[config.mk]
export PLATFORM = sky130hd
export DESIGN_NAME = control_fsm
export DESIGN_NICKNAME = d
export VERILOG_FILES = /design/src/rtl/control_fsm.sv
export SDC_FILE = /design/constraint.sdc
export NUM_CORES = 1
export LEC_CHECK = 0
export BUFFER_PORTS_ARGS = -buffer_cell sky130_fd_sc_hd__buf_4
export CAP_MARGIN = 20
export CORE_UTILIZATION = 45
export CTS_CLUSTER_DIAMETER = 60
export CTS_CLUSTER_SIZE = 30
export DETAILED_ROUTE_END_ITERATION = 7
export GPL_TIMING_DRIVEN = 0
export PLACE_DENSITY = 0.75
export SLEW_MARGIN = 5
export SYNTH_ARGS = -nofsm -noshare
export SYNTH_HDL_FRONTEND = slang
export SYNTH_SLANG_ARGS = --single-unit
[constraint.sdc]
create_clock -name clk -period 2.4 [get_ports clk]
set_input_delay 0.48 -clock clk [delete_from_list [all_inputs] [get_ports clk]]
set_output_delay 0.48 -clock clk [all_outputs]
set_load 0.02 [all_outputs]
[src/rtl/control_fsm.sv]
// Multicycle RV32I control unit: decodes the held instruction and walks it through
// IF/ID/EX/MEM/WB, driving datapath strobes as Moore decodes of state and instruction.
module control_fsm #(
    parameter logic [3:0] ALU_ADD = 4'b0010,
    parameter int         CNT_W   = 32
) (
    input  logic             clk,
    input  logic             rst,
    input  logic [31:0]      instr,
    input  logic             Zero,
    output logic             PCSrc,
    output logic             ALUSrc,
    output logic [1:0]       ImmSel,
    output logic             RegWrite,
    output logic             MemToReg,
    output logic [3:0]       ALUCtrl,
    output logic             loadPC,
    output logic             MemRead,
    output logic             MemWrite,
    output logic             illegal_instr,
    output logic [2:0]       state,
    output logic [CNT_W-1:0] retired
);

    localparam logic [3:0] ALU_AND = 4'b0000;
    localparam logic [3:0] ALU_OR  = 4'b0001;
    localparam logic [3:0] ALU_SUB = 4'b0110;
    localparam logic [3:0] ALU_SLT = 4'b0111;
    localparam logic [3:0] ALU_SRL = 4'b1000;
    localparam logic [3:0] ALU_SLL = 4'b1001;
    localparam logic [3:0] ALU_SRA = 4'b1010;
    localparam logic [3:0] ALU_XOR = 4'b1101;

    typedef enum logic [2:0] {
        S_IF  = 3'd0,
        S_ID  = 3'd1,
        S_EX  = 3'd2,
        S_MEM = 3'd3,
        S_WB  = 3'd4
    } state_t;

    state_t cur, nxt;

    logic [6:0] opcode;
    logic [2:0] funct3;
    logic [6:0] funct7;
    logic       legal, is_r, is_i, is_lw, is_sw, is_beq;
    logic [3:0] dec_alu;
    logic       unused_bits;

    assign opcode      = instr[6:0];
    assign funct3      = instr[14:12];
    assign funct7      = instr[31:25];
    assign unused_bits = ^{instr[24:15], instr[11:7]};

    // Instruction decode; kind flags are only raised for fully legal encodings.
    always_comb begin
        legal   = 1'b0;
        dec_alu = ALU_AND;
        case (opcode)
            7'b0110011: begin
                if (funct7 == 7'b0000000) begin
                    legal = 1'b1;
                    case (funct3)
                        3'b000:  dec_alu = ALU_ADD;
                        3'b001:  dec_alu = ALU_SLL;
                        3'b010:  dec_alu = ALU_SLT;
                        3'b100:  dec_alu = ALU_XOR;
                        3'b101:  dec_alu = ALU_SRL;
                        3'b110:  dec_alu = ALU_OR;
                        3'b111:  dec_alu = ALU_AND;
                        default: legal   = 1'b0;
                    endcase
                end else if (funct7 == 7'b0100000) begin
                    if (funct3 == 3'b000) begin
                        legal   = 1'b1;
                        dec_alu = ALU_SUB;
                    end else if (funct3 == 3'b101) begin
                        legal   = 1'b1;
                        dec_alu = ALU_SRA;
                    end
                end
            end
            7'b0010011: begin
                legal = 1'b1;
                case (funct3)
                    3'b000: dec_alu = ALU_ADD;
                    3'b010: dec_alu = ALU_SLT;
                    3'b100: dec_alu = ALU_XOR;
                    3'b110: dec_alu = ALU_OR;
                    3'b111: dec_alu = ALU_AND;
                    3'b001: begin
                        dec_alu = ALU_SLL;
                        legal   = (funct7 == 7'b0000000);
                    end
                    3'b101: begin
                        dec_alu = funct7[5] ? ALU_SRA : ALU_SRL;
                        legal   = (funct7 == 7'b0000000) || (funct7 == 7'b0100000);
                    end
                    default: legal = 1'b0;
                endcase
            end
            7'b0000011: begin
                legal   = (funct3 == 3'b010);
                dec_alu = ALU_ADD;
            end
            7'b0100011: begin
                legal   = (funct3 == 3'b010);
                dec_alu = ALU_ADD;
            end
            7'b1100011: begin
                legal   = (funct3 == 3'b000);
                dec_alu = ALU_SUB;
            end
            default: legal = 1'b0;
        endcase
    end

    assign is_r   = legal && (opcode == 7'b0110011);
    assign is_i   = legal && (opcode == 7'b0010011);
    assign is_lw  = legal && (opcode == 7'b0000011);
    assign is_sw  = legal && (opcode == 7'b0100011);
    assign is_beq = legal && (opcode == 7'b1100011);

    always_ff @(posedge clk) begin
        if (rst) begin
            cur     <= S_IF;
            retired <= '0;
        end else begin
            cur <= nxt;
            if (cur == S_WB) retired <= retired + CNT_W'(1);
        end
    end

    // Next state and Moore outputs; rst forces every strobe low so an aborted
    // instruction never writes state.
    always_comb begin
        nxt           = cur;
        PCSrc         = 1'b0;
        ALUSrc        = 1'b0;
        ImmSel        = 2'b00;
        RegWrite      = 1'b0;
        MemToReg      = 1'b0;
        ALUCtrl       = 4'b0000;
        loadPC        = 1'b0;
        MemRead       = 1'b0;
        MemWrite      = 1'b0;
        illegal_instr = 1'b0;
        case (cur)
            S_IF: nxt = S_ID;
            S_ID: begin
                if (legal) begin
                    nxt = S_EX;
                end else begin
                    nxt           = S_IF;
                    illegal_instr = 1'b1;
                end
            end
            S_EX: nxt = S_MEM;
            S_MEM: begin
                nxt      = S_WB;
                MemRead  = is_lw;
                MemWrite = is_sw;
            end
            S_WB: begin
                nxt      = S_IF;
                loadPC   = 1'b1;
                RegWrite = is_r || is_i || is_lw;
                MemToReg = is_lw;
                PCSrc    = is_beq && Zero;
            end
            default: nxt = S_IF;
        endcase
        if (cur == S_EX || cur == S_MEM || cur == S_WB) begin
            ALUCtrl = dec_alu;
            ALUSrc  = is_i || is_lw || is_sw;
            ImmSel  = is_sw ? 2'b01 : (is_beq ? 2'b10 : 2'b00);
        end
        if (rst) begin
            PCSrc         = 1'b0;
            ALUSrc        = 1'b0;
            ImmSel        = 2'b00;
            RegWrite      = 1'b0;
            MemToReg      = 1'b0;
            ALUCtrl       = 4'b0000;
            loadPC        = 1'b0;
            MemRead       = 1'b0;
            MemWrite      = 1'b0;
            illegal_instr = 1'b0;
        end
    end

    assign state = cur;

endmodule

== After elaboration in Yosys (flattened, before gate mapping) ==
Index checks and enable logic that the tools add are counted.

* Add/sub/neg operators: 1
* Eq/ne operators: 16
* Mux-type cells: 40
* Reductions and logical operators: 19

{| class="wikitable"
|+ Operator list
! cell !! count
|-
| $pmux W4 S6 || 2
|-
| $add A32 B1 Y32 const B || 1
|-
| $mux W4 || 6
|-
| $mux W1 || 22
|-
| $eq A7 B6 Y1 const B || 3
|-
| $pmux W4 S4 || 1
|-
| $eq A3 B3 Y1 const B || 5
|-
| $mux W2 || 6
|-
| $pmux W3 S4 || 1
|-
| $eq A3 B2 Y1 const B || 3
|-
| $eq A7 B2 Y1 const B || 1
|-
| $eq A7 B5 Y1 const B || 1
|-
| $eq A7 B7 Y1 const B || 1
|-
| $logic_not A7 Y1 || 1
|-
| $logic_or A1 B1 Y1 || 7
|-
| $reduce_or A7 Y1 || 1
|-
| $eq A3 B1 Y1 const B || 2
|-
| $logic_and A1 B1 Y1 || 6
|-
| $logic_not A3 Y1 || 2
|-
| $reduce_or A5 Y1 || 1
|-
| $pmux W1 S4 || 1
|-
| $pmux W1 S3 || 1
|-
| $reduce_or A2 Y1 || 1
|}

* Flip-flop bits (word level): 35
* Output and inout port bits: 49
* Word-level logic and storage cells: 78

== Logic depth before layout (Yosys ltp) ==
Gate-level depths: netlist of the first run.

* Word-level depth: 11
* Gate-level depth with buffers: 7
* Depth with buffers taken out: 5

== Worst setup path after synthesis of the first run ==
No wires, ideal clock.

* Path kind: input -> output
* Start: input instr[13]
* End: output ALUSrc
* Arrival: 2143 ps
* Required time: 1920 ps
* Slack: -223 ps
* Cell stages on the path: 5
* Path buffers: 1
* Cell sequence: clkbuf_1 or2_2 a2111oi_2 a21boi_1 a221oi_1

* Word-level cells in the longest chain between the ends: 11
* Elaborated cells on any way between the ends: 23

{| class="wikitable"
|+ RTL lines
! what !! line !! source
|-
| from (decl) || 9 || <nowiki>input logic [31:0] instr,</nowiki>
|-
| $eq A3 B3 Y1 || 64, 78, 86 ||
|-
| $mux W1 || 78 || <nowiki>end else if (funct3 == 3'b101) begin</nowiki>
|-
| $mux W1 || 75 || <nowiki>if (funct3 == 3'b000) begin</nowiki>
|-
| $mux W1 || 74 || <nowiki>end else if (funct7 == 7'b0100000) begin</nowiki>
|-
| $mux W1 || 62 || <nowiki>if (funct7 == 7'b0000000) begin</nowiki>
|-
| $pmux W1 S4 * || 60 || <nowiki>case (opcode)</nowiki>
|-
| $logic_and A1 B1 Y1, on equally long branches || 120, 121 ||
|-
| $logic_or A1 B1 Y1 || 176 || <nowiki>ALUSrc = is_i || is_lw || is_sw;</nowiki>
|-
| $logic_or A1 B1 Y1 * || 176 ||
|-
| $mux W1 * || 174 || <nowiki>if (cur == S_EX || cur == S_MEM || cur == S_WB) begin</nowiki>
|-
| $mux W1 * || 179 || <nowiki>if (rst) begin</nowiki>
|-
| to (decl) || 12 || <nowiki>output logic ALUSrc,</nowiki>
|}

Mark *: on every way between the ends. The rest lies on a longest branch, timed or not.

== Final worst setup path of the first run ==
* Start: input instr[26]
* End: output ALUSrc

* Word-level cells in the longest chain between the ends: 9
* Elaborated cells on any way between the ends: 14

{| class="wikitable"
|+ RTL lines
! what !! line
|-
| $eq A7 B6 Y1 or $logic_not A7 Y1 (tied branches) || n/a
|-
| $logic_or A1 B1 Y1 or $mux W1 (tied branches) || 98, 74
|-
| $pmux W1 S3 or $mux W1 (tied branches) || 86, 62
|-
| $pmux W1 S4 * || 60
|-
| $logic_and A1 B1 Y1, on equally long branches || 120, 121
|-
| $logic_or A1 B1 Y1 || 176
|-
| $logic_or A1 B1 Y1 * || 176
|-
| $mux W1 * || 174
|-
| $mux W1 * || 179
|}

Marks and branches as above.

==> flow_summary.json, run 1 <==
{
  "ir_worst_vdd_mv": 0.338,
  "final_nets": 395,
  "first_global_vias": 2125,
  "place.port_buffers": 67,
  "maxSlewViolCount": 0,
  "drive_gt1_share_pct": 31.6,
  "grt_start_max_net_pins": 11,
  "synth_warnings": 0,
  "synth_edf_count": 0,
  "gp_congestion": 0.864,
  "grt_pass1_wl_um": 9670,
  "fin_area_sq_um": 3060,
  "hold_slack_ps": 371,
  "min_path_type": "in -> reg",
  "grt_overflow": 0,
  "power_density_nw_per_um2": 394,
  "drt_iter0_markers": 144,
  "violations": "negative setup slack",
  "use_met1_pct": 31.7,
  "ios": 84,
  "die_height_um": 72.4,
  "cts_inserted_buffers": 5,
  "synth-seq-cells": 35,
  "fin_cells": 425,
  "h-tree-depth": 2,
  "cts_tree": "yes",
  "syn_nets": 317,
  "worstSkewPairLatency_ps": 290,
  "cts_max_path_buffers": 2,
  "skew_ps": 5.29,
  "antenna_cells": 0,
  "p_leak_nw": 1.14,
  "layout_commonest_cell": "buf_4",
  "drt-vias-per-instance": 5.73,
  "top_usage_layer": "met2",
  "ys_types": 51,
  "setup_viol_count_final": 10,
  "worstRegToRegCells": 6,
  "cp.required_ps": 1920,
  "path_clk_slew_ps": 70,
  "arrival_ps": 2070,
  "hold_viol_final": 0,
  "yosys.area_share.simple_pct": 37.1,
  "worst_slack_ps": -151,
  "rows": 25,
  "synth_fa_ha_area_share_pct": 1.68,
  "rsz0062_at_grt": "yes",
  "min_period_ps": 2550,
  "die_area_sq_um": 5240,
  "grt_use_total_pct": 23.2,
  "min_period_over_period_pct": 106,
  "use_met3_pct": 4.31,
  "core_area_sq_um": 4750,
  "postCtsHoldBufs": 0,
  "min_from": "rst",
  "crit_path_max_fanout": 8,
  "muxShareOfSynthArea_pct": 0,
  "utilization_pct": 64.3,
  "postSynth.asyncResetShare_pct": 0,
  "cp-start-kind": "primary input",
  "num-fill-cells": 459,
  "detail-route-antenna-nets": 0,
  "drc_errors": 0,
  "path_class": "in -> out",
  "placed_area_sq_um": 2850,
  "synth-compound-area-share_pct": 20.6,
  "fp.dieW_um": 72.4,
  "synthFlopType": "dfxtp_1",
  "r2r-end": "retired[27]",
  "slew_headroom_pct": 68.1,
  "yosysSeqAreaShare_pct": 31.4,
  "dp_cells": 413,
  "routedWlPerCell_um": 14.1,
  "outcome": "finished with violations",
  "startpoint": "instr[26]",
  "synth-xor-area-share_pct": 4.71,
  "antenna_found_initial": 0,
  "tightestPinTransition_ps": 477,
  "via_count": 2437,
  "met2_usage_pct": 37.1,
  "avgSynthCellArea_sq_um": 8.00,
  "synthCells": 279,
  "hold_depth": 2,
  "area_delta_synth_final_pct": 37.1,
  "firstDrtPassIters": 4,
  "synth_top_family_by_area": "simple AND/OR/NAND/NOR gates",
  "cts_root_buf": "clkbuf_8",
  "fmax_mhz": 392,
  "end_kind": "primary output",
  "cts.sink_count": 35,
  "r2r_slack_ps": 280,
  "initial_core_util_pct": 46.9,
  "worstReg2RegStart": "retired[6]",
  "p_total_mw": 1.20,
  "wirelength_um": 5990,
  "maxCapViolCount": 0,
  "synth.cell_area_sq_um": 2230,
  "mostFrequentLayoutCells": "68 x buf_4, 32 x dfxtp_1, 30 x a21oi_1",
  "hold_end": "state[2]",
  "hpwl_um": 4270
}
==> power breakdown <==
group | internal [mW] | total (mW) | switching, mW
clock network | 0.262 | 0.472 | 0.210
registers | 0.584 | 0.591 | 0.00727
logic | 0.0652 | 0.142 | 0.0768
total | 0.911 | 1.20 | 0.294
==> Yosys cell counts, types with 2 or more instances <==
cell / n / area share (%)
a221oi_1: 2 / 0.79
nor2b_1: 9 / 2.5
dfxtp_1: 35 / 31
and3_1: 4 / 1.1
clkbuf_1: 14 / 2.4
nor2_1: 18 / 3.0
or4_1: 15 / 5.0
nand2_1: 22 / 3.7
xnor2_1: 4 / 1.6
nor4bb_1: 2 / 0.90
or3_1: 5 / 1.4
nand3_1: 13 / 2.9
nor3_1: 7 / 1.6
nand2b_1: 7 / 2.0
o31ai_1: 17 / 5.7
ha_1: 3 / 1.7
or3b_2: 2 / 0.79
o211ai_1: 2 / 0.67
buf_2: 2 / 0.45
o21ai_0: 7 / 1.6
and4_1: 6 / 2.4
a21oi_1: 31 / 7.0
inv_1: 7 / 1.2
nand4_1: 8 / 2.2
or2_2: 3 / 0.84
and4b_1: 2 / 0.90
xor2_1: 8 / 3.1
==> per-layer routing <==
| layer | up-vias | wire, um |
|---|---|---|
| li1 | 1214 | - |
| met1 | 1156 | 2940 |
| met2 | 60 | 2740 |
| met3 | 7 | 244 |
| met4 | 0 | 62 |
| met5 | - | 0 |
==> worst max path at each step <==
stage               endpoint  slack (ps)  cells past startpoint
2_1_floorplan         ALUSrc         -40                      5
3_3_place_gp   illegal_instr        -400                      8
3_5_place_dp   illegal_instr        -410                      8
4_1_cts            ImmSel[0]        -150                      6
5_1_grt               ALUSrc        -230                      6
6_report              ALUSrc        -150                      6
==> what timing repair did <==
item | CTS | global route
resized for setup | 21 | 4
buffers inserted | 3 | 2
setup endpoints to repair | 11 | 11
pin swaps | 8 | 7
==> cell families (layout without fill, tap and decap cells) <==
group | after synthesis | in the layout
XOR/XNOR | 12 | 12
adder cells (fa/ha/maj) | 3 | 3
buffers and inverters | 24 | 103
flip-flops | 35 | 35
AO/OA/AOI/OAI | 70 | 70
AND/OR/NAND/NOR | 135 | 135
==> critical path: stages <==
cell	delay, ps
buf_6	90
or4_4	570
nor4_4	240
o311ai_4	240
a221oi_2	270
buf_4	180
==> registers in the layout, indices dropped and copies added (netlist names) <==
register / flops
retired: 32
state: 3
==> cell type report <==
type,instances,area [sq um],area share (%)
clock buffer,8,100,3.27
inverter,7,26.3,0.859
sequential,35,707,23.1
buffer,17,103,3.35
timing repair buffer,71,544,17.8
tap,67,83.8,2.74
multi-input combinational,220,1500,48.9
==> metrics by stage <==
step	worst slack, ps	TNS [ps]
2_1_floorplan	-37.9	-37.9
3_3_place_gp	-401	-2290
3_5_place_dp	-406	-2380
4_1_cts	-145	-660
5_1_grt	-230	-1490
6_report	-151	-772
Power figures use the tool's default switching activity.
==> inputs of run 2 (changes only) <==
--- a/config.mk
+++ b/config.mk
@@ -6,13 +6,12 @@
 export NUM_CORES = 1
 export LEC_CHECK = 0
 export BUFFER_PORTS_ARGS = -buffer_cell sky130_fd_sc_hd__buf_4
-export CAP_MARGIN = 20
-export CORE_UTILIZATION = 45
+export CORE_UTILIZATION = 35
 export CTS_CLUSTER_DIAMETER = 60
 export CTS_CLUSTER_SIZE = 30
 export DETAILED_ROUTE_END_ITERATION = 7
 export GPL_TIMING_DRIVEN = 0
-export PLACE_DENSITY = 0.75
+export PLACE_DENSITY = 0.61
 export SLEW_MARGIN = 5
 export SYNTH_ARGS = -nofsm -noshare
 export SYNTH_HDL_FRONTEND = slang
==> flow_summary.json, run 2 (same netlist as run 1, synthesis figures left out) <==
{
  "grt_start_max_net_pins": 11,
  "gp_congestion": 0.854,
  "cts_tree": "yes",
  "largest-register": "retired",
  "grt_pass1_wl_um": 10200,
  "die_area_sq_um": 6700,
  "drt-vias-per-instance": 5.53,
  "worst_slack_ps": -113,
  "via_count": 2389,
  "drc_errors": 0,
  "crit_path_max_fanout": 10,
  "tightestPinTransition_ps": 490,
  "num-fill-cells": 624,
  "maxSlewViolCount": 0,
  "r2r-end": "retired[25]",
  "skew_ps": 3.67,
  "end_kind": "primary output",
  "wirelength_um": 6210,
  "intPower_mw": 0.850,
  "die_height_um": 81.8,
  "max_stage_delay_ps": 360,
  "cts_max_path_buffers": 2,
  "mostFrequentLayoutCells": "67 x buf_4, 32 x dfxtp_1, 30 x a21oi_1",
  "postCtsHoldBufs": 0,
  "cts_inserted_buffers": 5,
  "cp.required_ps": 1920,
  "outcome": "finished with violations",
  "ir_worst_vdd_mv": 0.261,
  "setup_viol_count_final": 11,
  "worstReg2RegStart": "retired[6]",
  "path_clk_slew_ps": 70,
  "firstDrtPassIters": 4,
  "crit_slowest_cell": "a2111oi_4",
  "min_period_ps": 2510,
  "cp-start-kind": "primary input",
  "fmax_mhz": 398,
  "path_class": "in -> out",
  "layout_commonest_cell": "buf_4",
  "dp_slack_ps": -378,
  "final_nets": 394,
  "hold_depth": 2,
  "initial_core_util_pct": 37.0,
  "grt_overflow": 0,
  "switching_share_pct": 25.6,
  "first_global_vias": 2185,
  "setup_tns_ps": -467,
  "min_period_over_period_pct": 105,
  "rsz0062_at_grt": "yes",
  "detail-route-antenna-nets": 0,
  "violations": "negative setup slack",
  "rows": 28,
  "seq_area_sq_um": 704,
  "min_from": "rst",
  "place.port_buffers": 67,
  "grt_use_total_pct": 19.2,
  "p_switching_mw": 0.292,
  "cts.sink_count": 35,
  "routedWlPerCell_um": 14.4,
  "core_area_sq_um": 6030,
  "worstRegToRegCells": 6,
  "multi_input_area_sq_um": 1490,
  "clkPwrFrac_pct": 36.1,
  "ios": 84,
  "fp.dieW_um": 81.8,
  "drt_iter0_markers": 107,
  "largest_reg_flops": 32,
  "p_leak_nw": 1.13,
  "slew_headroom_pct": 67.2,
  "hold_end": "state[2]",
  "cts_root_buf": "clkbuf_8",
  "path_cells": "buf_4 > clkbuf_4 > or2_2 > a2111oi_4 > a221oi_1 > and4b_2 > buf_6",
  "maxCapViolCount": 0,
  "r2r_slack_ps": 270,
  "antenna_cells": 0,
  "hold_viol_final": 0,
  "power_density_nw_per_um2": 377,
  "worstSkewPairLatency_ps": 280,
  "h-tree-depth": 2,
  "seqPwrFrac_pct": 51.8,
  "pwr-share-comb_pct": 12.1,
  "arrival_ps": 2030,
  "area_delta_synth_final_pct": 35.8,
  "hold_slack_ps": 393,
  "antenna_found_initial": 0,
  "min_path_type": "in -> reg",
  "hpwl_um": 4460,
  "drive_gt1_share_pct": 30.5
}
-- run 2: changes by cell type in the layout (fill, tap and decap cells not counted), sizes merged --
| cell | change |
|---|---|
| clkinv | +1 |
| buf | -2 |
-- run 2: metrics by stage --
stage | cells | utilization (%) | area, sq um | power (mW)
final | 432 | 50.3 | 3030 | 1.14
after global routing | 432 | 50.3 | 3030 | 1.18
after CTS | 432 | 50.2 | 3030 | 1.15
after detailed placement | 421 | 47.4 | 2860 | 0.730
after global placement | 421 | 47.4 | 2860 | 0.728
after floorplan | 279 | - | 2260 | 0.679
-- run 2: area by class of cell --
type | instances | area share, %
flip-flops and latches | 35 | 23.3
clock buffers | 7 | 2.52
clock inverters | 1 | 0.165
inverters | 7 | 0.867
repair buffers | 70 | 17.7
plain buffers | 17 | 3.35
multi-input cells | 220 | 49.0
well taps | 75 | 3.10
-- run 2: how the worst max path moves through the flow --
| stage | depth (start not counted) | from | slack [ps] | end |
|---|---|---|---|---|
| 2_1_floorplan | 5 | instr[13] | -40 | ALUSrc |
| 3_3_place_gp | 8 | instr[14] | -380 | illegal_instr |
| 3_5_place_dp | 8 | instr[14] | -380 | illegal_instr |
| 4_1_cts | 6 | instr[26] | -100 | illegal_instr |
| 5_1_grt | 6 | instr[26] | -200 | ALUSrc |
| 6_report | 7 | instr[13] | -110 | illegal_instr |
-- run 2: power by group through the flow --
stage               logic [mW]  registers, mW  clock network, mW
floorplan               0.0717          0.607                  0
global placement         0.124          0.604                  0
detailed placement       0.125          0.604                  0
CTS                      0.137          0.592              0.421
global route             0.150          0.592              0.442
finish                   0.138          0.592              0.412
-- run 2: routing by layer --
layer  up-vias  global-route usage, %  part of all wire [%]
met3         4                   4.00                   4.7
met1      1130                   26.0                    49
met2        53                   31.7                    46
met4         0                   3.16                  0.61
li1       1202                      -                     -
met5         -                      0                     0
-- run 2: critical path, delay by kind of cell --
family,cells,cell delay [ps]
AOI/OAI and AO/OA,2,530
and+or+nand+nor,2,600
buffers and inverters,3,410
-- run 2: repair_timing --
item,4_1_cts,5_1_grt
gates resized for setup,21,1
setup endpoints to repair,11,11
pin swaps,9,4
setup buffers,3,0
gates cloned,0,0
==> inputs of run 3 (changes only) <==
--- a/config.mk
+++ b/config.mk
@@ -12,7 +12,8 @@
 export DETAILED_ROUTE_END_ITERATION = 7
 export GPL_TIMING_DRIVEN = 0
 export PLACE_DENSITY = 0.61
-export SLEW_MARGIN = 5
+export SETUP_SLACK_MARGIN = 0.1
+export SLEW_MARGIN = 25
 export SYNTH_ARGS = -nofsm -noshare
 export SYNTH_HDL_FRONTEND = slang
 export SYNTH_SLANG_ARGS = --single-unit
==> flow_summary.json, run 3 (same netlist as run 1, synthesis figures left out) <==
{
  "outcome": "finished with violations",
  "violations": "negative setup slack",
  "rsz0062_at_grt": "yes",
  "wirelength_um": 6430,
  "crit_family": "simple AND/OR/NAND/NOR gates",
  "p_total_mw": 1.29,
  "end_kind": "primary output",
  "layout_commonest_cell": "buf_4",
  "cp_common_cell": "buf_6",
  "fmax_mhz": 384,
  "rows": 28,
  "worstRegToRegCells": 6,
  "initial_core_util_pct": 37.0,
  "arrival_ps": 2130,
  "r2r_slack_ps": 330,
  "largest_reg_flops": 32,
  "ios": 84,
  "hpwl_um": 4520,
  "area_delta_synth_final_pct": 43.1,
  "ir_worst_vdd_mv": 0.285,
  "postCtsHoldBufs": 0,
  "h-tree-depth": 2,
  "min_period_over_period_pct": 109,
  "grt_use_total_pct": 20.4,
  "cts_tree": "yes",
  "fp.dieW_um": 81.8,
  "power_density_nw_per_um2": 405,
  "crit_slowest_cell": "or4_4",
  "first_global_vias": 2244,
  "drc_errors": 0,
  "grt_overflow": 0,
  "cts_inserted_buffers": 5,
  "cts_max_path_buffers": 2,
  "via_count": 2461,
  "maxSlewViolCount": 0,
  "antenna_found_initial": 0,
  "crit_path_max_fanout": 6,
  "final_nets": 400,
  "firstDrtPassIters": 4,
  "startpoint": "instr[26]",
  "place.port_buffers": 67,
  "cts.sink_count": 35,
  "r2r-end": "retired[23]",
  "gp_congestion": 0.770,
  "max_stage_delay_ps": 560,
  "worstSkewPairLatency_ps": 290,
  "cp_num_cells": 7,
  "routedWlPerCell_um": 14.7,
  "cp-start-kind": "primary input",
  "grt_start_max_net_pins": 12,
  "crit_end": "MemToReg",
  "path_clk_slew_ps": 70,
  "worstReg2RegStart": "retired[6]",
  "min_path_type": "in -> reg",
  "tightestPinTransition_ps": 501,
  "min_period_ps": 2610,
  "hold_viol_final": 0,
  "setup_viol_count_final": 8,
  "path_cells": "buf_6 > or4_4 > nor4_4 > o311ai_4 > buf_4 > a21oi_4 > buf_6",
  "core_area_sq_um": 6030,
  "mostFrequentLayoutCells": "70 x buf_4, 32 x dfxtp_1, 26 x a21oi_1",
  "p_leak_nw": 1.19,
  "worst_slack_ps": -205,
  "drive_gt1_share_pct": 34.4,
  "die_height_um": 81.8,
  "worst-path-buf-inv": 3,
  "drt_iter0_markers": 157,
  "cp.required_ps": 1920,
  "antenna_cells": 0,
  "slew_headroom_pct": 66.6,
  "die_area_sq_um": 6700,
  "cts_root_buf": "clkbuf_8",
  "grt_pass1_wl_um": 10600,
  "hold_slack_ps": 381,
  "detail-route-antenna-nets": 0,
  "maxCapViolCount": 0,
  "skew_ps": 5.54,
  "largest-register": "retired",
  "drt-vias-per-instance": 5.62,
  "path_class": "in -> out"
}
-- run 3: timing repair --
action / in CTS / in global routing
buffers inserted: 9 / 0
pin swaps: 6 / 6
hold endpoints to repair: 0 / 0
resized for setup: 23 / 14
endpoints found under the setup margin: 11 / 15
-- run 3: metrics by stage --
step / util [%] / TNS (ps) / setup WS [ps] / instances / area (sq um)
finish: 53.0 / -1150 / -205 / 438 / 3190
global route: 53.0 / -1690 / -253 / 438 / 3190
CTS: 52.3 / -1190 / -218 / 438 / 3150
floorplan: - / -37.8 / -37.8 / 279 / 2290
detailed placement: 47.9 / -1680 / -333 / 421 / 2880
global placement: 47.9 / -1770 / -359 / 421 / 2880
-- run 3: worst min-delay path by stage --
stage / from / end / cells past startpoint
detailed placement: retired[31] / retired[31] / 2
finish: rst / state[2] / 2
floorplan: retired[31] / retired[31] / 2
global placement: retired[31] / retired[31] / 2
global route: rst / state[2] / 2
CTS: rst / state[2] / 2
-- run 3: worst reg2reg max path, delay by kind of cell, from the launching register on --
| family | cells | cell delay (ps) |
|---|---|---|
| simple gates | 2 | 560 |
| flops | 1 | 440 |
| buf+inv | 2 | 540 |
| compound gates | 2 | 390 |
-- run 3: power breakdown --
| group | total, mW | switching [mW] | internal [mW] | leakage (nW) |
|---|---|---|---|---|
| Sequential | 0.587 | 0.00455 | 0.583 | 0.284 |
| Clock | 0.559 | 0.223 | 0.336 | 0.0612 |
| Combinational | 0.148 | 0.0826 | 0.0652 | 0.846 |
| Total | 1.29 | 0.310 | 0.984 | 1.19 |
-- run 3: layout make-up --
type                            instances  area, sq um
Fill cell                             603         2830
Multi-Input combinational cell        220         1550
Sequential cell                        35          709
Timing Repair Buffer                   76          593
Buffer                                 17          103
Tap cell                               75         93.8
Clock buffer                            6         82.6
Clock inverter                          2         35.0
Inverter                                7         26.3
-- run 3: per-layer routing --
layer | routed length [um] | up-vias | track usage [%]
li1 | - | 1225 | -
met1 | 3160 | 1144 | 29.2
met2 | 2840 | 84 | 30.7
met3 | 359 | 8 | 3.78
met4 | 70 | 0 | 6.32
met5 | 0 | - | 0
